===== config.mk =====
export PLATFORM = sky130hd
export DESIGN_NAME = tdm_demux
export DESIGN_NICKNAME = d
export VERILOG_FILES = /design/src/rtl/tdm_pkg.sv /design/src/rtl/tdm_ch_counter.sv /design/src/rtl/tdm_demux.sv
export SDC_FILE = /design/constraint.sdc
export NUM_CORES = 1
export LEC_CHECK = 0
export CAP_MARGIN = 20
export CORE_MARGIN = 1.5
export CORE_UTILIZATION = 45
export DETAILED_ROUTE_END_ITERATION = 10
export MAX_ROUTING_LAYER = met4
export PLACE_DENSITY = 0.74
export SETUP_SLACK_MARGIN = 0.15
export SLEW_MARGIN = 0
export SYNTH_ARGS = -nofsm -noshare
export SYNTH_HDL_FRONTEND = slang
export SYNTH_HIERARCHICAL = 1
export SYNTH_SLANG_ARGS = --single-unit

===== constraint.sdc =====
create_clock -name clk -period 5.15 [get_ports clk]
set_input_delay 1.03 -clock clk [delete_from_list [all_inputs] [get_ports clk]]
set_output_delay 1.03 -clock clk [all_outputs]
set_load 0.05 [all_outputs]

===== src/rtl/tdm_pkg.sv =====
// Shared types and sizing helper for the TDM demultiplexer.
// Consumed by tdm_demux and tdm_ch_counter.
package tdm_pkg;

  typedef enum logic {
    HUNT   = 1'b0,
    LOCKED = 1'b1
  } state_t;

  // Channel counter width; never narrower than one bit.
  function automatic int cnt_width(input int n_ch);
    return (n_ch <= 2) ? 1 : $clog2(n_ch);
  endfunction

endpackage


===== src/rtl/tdm_ch_counter.sv =====
// Modulo-N_CH channel counter with clear, load-to-1 and increment (clear wins).
// Latency 1 cycle; no backpressure, one operation accepted every cycle.
module tdm_ch_counter
  import tdm_pkg::*;
#(
  parameter int N_CH  = 4,
  parameter int CNT_W = cnt_width(N_CH)
) (
  input  logic             clk,
  input  logic             reset_n,
  input  logic             clr,
  input  logic             load1,
  input  logic             inc,
  output logic [CNT_W-1:0] cnt,
  output logic             wrap
);

  localparam logic [CNT_W-1:0] LAST = CNT_W'(N_CH - 1);
  localparam logic [CNT_W-1:0] ONE  = CNT_W'(1);

  // Explicit wrap so non-power-of-two channel counts never reach N_CH.
  assign wrap = (cnt == LAST);

  always_ff @(posedge clk) begin
    if (!reset_n) begin
      cnt <= '0;
    end else if (clr) begin
      cnt <= '0;
    end else if (load1) begin
      cnt <= ONE;
    end else if (inc) begin
      cnt <= wrap ? '0 : cnt + ONE;
    end
  end

endmodule


===== src/rtl/tdm_demux.sv =====
// Routes a muxed sample stream back to N_CH registered channels, tracking frame lock on sof.
// Latency 1 cycle (sample in t visible in t+1); no backpressure, a sample may arrive every cycle.
module tdm_demux
  import tdm_pkg::*;
#(
  parameter int N_CH = 4,
  parameter int W    = 1
) (
  input  logic              clk,
  input  logic              reset_n,
  input  logic [W-1:0]      din,
  input  logic              din_valid,
  input  logic              sof,
  output logic [N_CH*W-1:0] ch_data,
  output logic [N_CH-1:0]   ch_valid,
  output logic              frame_done,
  output logic              sync_err,
  output logic              locked
);

  localparam int CNT_W = cnt_width(N_CH);

  state_t           state;
  logic [CNT_W-1:0] cnt;
  logic             wrap;
  logic             cnt_zero;
  logic             cnt_clr;
  logic             cnt_load1;
  logic             cnt_inc;

  assign cnt_zero  = (cnt == '0);
  // Any sof sample (re)starts a frame at ch0, whatever the state.
  assign cnt_load1 = din_valid && sof;
  assign cnt_inc   = din_valid && !sof && (state == LOCKED) && !cnt_zero;
  assign cnt_clr   = din_valid && !sof && (state == LOCKED) && cnt_zero;

  tdm_ch_counter #(
    .N_CH  (N_CH),
    .CNT_W (CNT_W)
  ) u_counter (
    .clk     (clk),
    .reset_n (reset_n),
    .clr     (cnt_clr),
    .load1   (cnt_load1),
    .inc     (cnt_inc),
    .cnt     (cnt),
    .wrap    (wrap)
  );

  assign locked = (state == LOCKED);

  always_ff @(posedge clk) begin
    if (!reset_n) begin
      state      <= HUNT;
      ch_data    <= '0;
      ch_valid   <= '0;
      frame_done <= 1'b0;
      sync_err   <= 1'b0;
    end else begin
      ch_valid   <= '0;
      frame_done <= 1'b0;
      sync_err   <= 1'b0;
      if (din_valid) begin
        if (sof) begin
          // Early sof while LOCKED abandons the partial frame without frame_done.
          ch_data[0 +: W] <= din;
          ch_valid[0]     <= 1'b1;
          sync_err        <= (state == LOCKED) && !cnt_zero;
          state           <= LOCKED;
        end else if (state == LOCKED) begin
          if (cnt_zero) begin
            sync_err <= 1'b1;
            state    <= HUNT;
          end else begin
            ch_data[cnt*W +: W] <= din;
            ch_valid[cnt]       <= 1'b1;
            frame_done          <= wrap;
          end
        end
      end
    end
  end

endmodule


==> impl_results.md <==
* Run status: complete, no violations
* Number of placed instances, taps included at 94
* Path class of the lowest-slack min-delay path: flop to flop
* Weighted congestion at the end of routability-driven global placement at 0.827
* Area occupied by registers at 260 sq um
* Nets at 98
* Pre-Repair DR Iteration Count at 2
* Leak Pwr at 0.350 nW
* Hold Violations, Final at 0
* Worst setup path class: flop to output port
* Max-cap violations at 0
* Dominant combinational cell family by area after synthesis: simple AND/OR/NAND/NOR gates
* Area fraction in compound gates after synthesis at 6.40%
* Number of distinct library cell variants in the gate-level netlist after synthesis at 22
* CTS Hold Bufs at 0
* Avg Cell Area, Syn at 10.1 sq um
* Post-Place Setup Slack at 2.57 ns
* Remaining DRCs at 0
* RSZ-0062 raised after global routing: false
* Clock tree skew after final layout at 0.000971 ns
* Clock input transition at the sequential cells of the worst setup and hold paths at 0.08 ns
* Area enclosed by the die boundary at 0.00167 sq mm
* First-pass GRT wire length at 1790 um
* Initial drt markers at 7
* Final number of max-transition violations at 0
* I/O Pins at 16
* Number of H-tree levels at 1
* Final worst hold slack at 0.466 ns
* Clock Sink Count at 13
* Slew at the pin closest to its max-slew limit at 0.496 ns
* Fraction of layout instances using a drive strength above 1 at 7.23%
* Maximum buffer depth of the clock tree at 2
* Worst slew margin at 66.9%
* Total via count after detailed routing at 501
* Time the worst path needs with I/O delays and setup at 2.50 ns
* Post-Route Setup TNS at 0 ns
* Post-route setup slack at 2.65 ns
* Maximum fanout along the worst path at 5
* Seq/Total Area, Yosys at 40.3%
* Share of synthesized area spent on multiplexers at 6.20%
* Flip-flop and latch count after synthesis at 13
* Cell at the root of the clock tree: clkbuf_4
* Fmax achieved at 399 MHz
* Adder-cell share of the synthesized area at 17.4%
* Average wire length per cell after detail routing at 11.4 um
* Arrival time at the worst endpoint at 1.47 ns
* Chip Height at 40.9 um
* Routed wire length at 1120 um
* Final instance count without filler cells at 98
* Synthesis-to-layout area growth at 30.2%
* # resized after CTS at 0
* Post-Synth XOR/XNOR Area at 1.36%
* Grt ovf at 0
* Critical path startpoint category: flop
* Floorplan die width at 40.9 um
* Number of antenna diodes at 0
* Crit share post-route at 48.6%
* Family with the most delay on the worst path: buffers and inverters
* Simple-gate area share of the yosys netlist at 26.0%
* Cell Chain, Critical Path: clkdlybuf4s50_1
* Summed instance area of the synthesized netlist at 646 sq um
* GRT Overall Usage at 17.7%
* Setup crit end kind: output port
* Required time of the critical path at 4.12 ns
* Pin count of the biggest net entering global routing at 11
* Number of buffer and inverter stages on the critical path at 1
* Crit path largest cell delay at 0.82 ns
* Total power per unit cell area at 227 mW/mm^2
* Area used by multi-input combinational logic at 370 sq um
* Total of endpoints with negative setup slack in the final report at 0
* Remaining number of nets flagged by the antenna check after routing at 0
* Number of global-route vias before repair at 435
* Initial antenna violation count at 0
* Initial Utilization at 49.0%
* Max IR drop VDD at 0.140 mV
* Fillers at 108
* Number of buffer cells added on primary ports at 15
* Clock tree from TritonCTS: yes
* Skew-Pair Late Insertion Delay at 0.28 ns
* Setup Buffers After CTS at 0
* Number of buffers inserted during clock tree synthesis at 3
* Half-perimeter wire length after detailed placement at 843 um
* Standard cell core area at 0.00132 sq mm
* Syn Nets at 78
* Per-cell via count in the routed design at 5.11
* # rows at 13
* Yosys synthesis warning count at 6
* Gate count of the mapped netlist at 64
* Cell with the biggest individual delay on the critical path: clkdlybuf4s50_1
-- flip-flops by register name, summed over array words and instances (netlist names) --
| signal | flops |
|---|---|
| sync_err | 1 |
| ch_valid | 4 |
| u_counter/cnt | 2 |
| frame_done | 1 |
| ch_data | 4 |
| locked | 1 |
-- power by group --
part	switching, W	total, W	internal, W
Clock	0.0000330	0.0000631	0.0000301
Combinational	0.0000133	0.0000233	0.0000101
Sequential	0.00000230	0.000105	0.000102
-- worst paths after layout --
kind | start | end | slack [ns] | depth (start not counted)
worst max-delay path | locked$_SDFFE_PN0P_ | locked | 2.65 | 1
worst min-delay path | ch_data[2]$_SDFFE_PN0P_ | ch_data[2]$_SDFFE_PN0P_ | 0.47 | 2
worst max register to register | u_counter/cnt[0]$_SDFFE_PP0P_ | u_counter/cnt[0]$_SDFFE_PP0P_ | 3.17 | 5
worst min register to register | ch_data[2]$_SDFFE_PN0P_ | ch_data[2]$_SDFFE_PN0P_ | 0.47 | 2
-- tightest hold or removal path, stage by stage, from the launching register on --
cell     delay [ns]
dfxtp_1        0.31
nand2_1        0.05
mux2i_1        0.06
-- layout make-up --
cell class	instances	area share, %
clock buffer	4	3.13
inverter	4	1.79
tap	15	2.23
timing repair buffer	15	17.9
multi-input combinational	47	44.0
sequential	13	31.0
-- synthesized netlist by cell type --
master     n  area (sq um)
a21boi_0   1          7.51
a31o_1     1          8.76
a31oi_1    2          12.5
and2_1     5          31.3
and3_1     2          12.5
and4bb_2   1          12.5
dfxtp_1   13           260
ha_1       9           113
inv_1      4          15.0
mux2i_1    4          40.0
nand2_1    8          30.0
nand2b_1   2          12.5
nand4_1    2          12.5
nand4b_1   1          8.76
nor2b_2    1          8.76
nor3_1     2          10.0
nor3b_1    1          7.51
nor3b_2    1          12.5
o21a_1     1          7.51
o21ai_1    1          5.00
or3b_1     1          8.76
xnor2_1    1          8.76
-- stage by stage --
step	instance area [sq um]	utilization, %	power (W)
floorplan	646	-	0.000120
global route	841	63.8	0.000202
CTS	841	63.8	0.000195
detailed placement	815	61.8	0.000130
global placement	815	61.8	0.000130
finish	841	63.8	0.000191
-- layout by cell type (no fill, tap or decap), drive strengths merged --
cell type / instances
ha: 9
clkdlybuf4s50: 15
or3b: 1
a31o: 1
nand2: 8
o21ai: 1
nor2b: 1
inv: 4
and4bb: 1
clkbuf: 4
dfxtp: 13
and3: 2
nand4b: 1
mux2i: 4
xnor2: 1
nand4: 2
a21boi: 1
a31oi: 2
o21a: 1
nand2b: 2
nor3b: 2
and2: 5
nor3: 2
-- routing by layer --
layer	part of all wire (%)	vias to the layer above	track usage, %
li1	-	257	-
met1	49	230	19.7
met2	45	12	27.0
met3	5.3	2	9.78
met4	0.89	0	5.00
met5	0	-	-
-- cell families after synthesis --
logic type,after synthesis
xor+xnor,1
fa+ha+maj,9
mux,4
simple gates,27
flops,13
compound gates,6
buf+inv,4
Power figures use the tool's default switching activity.
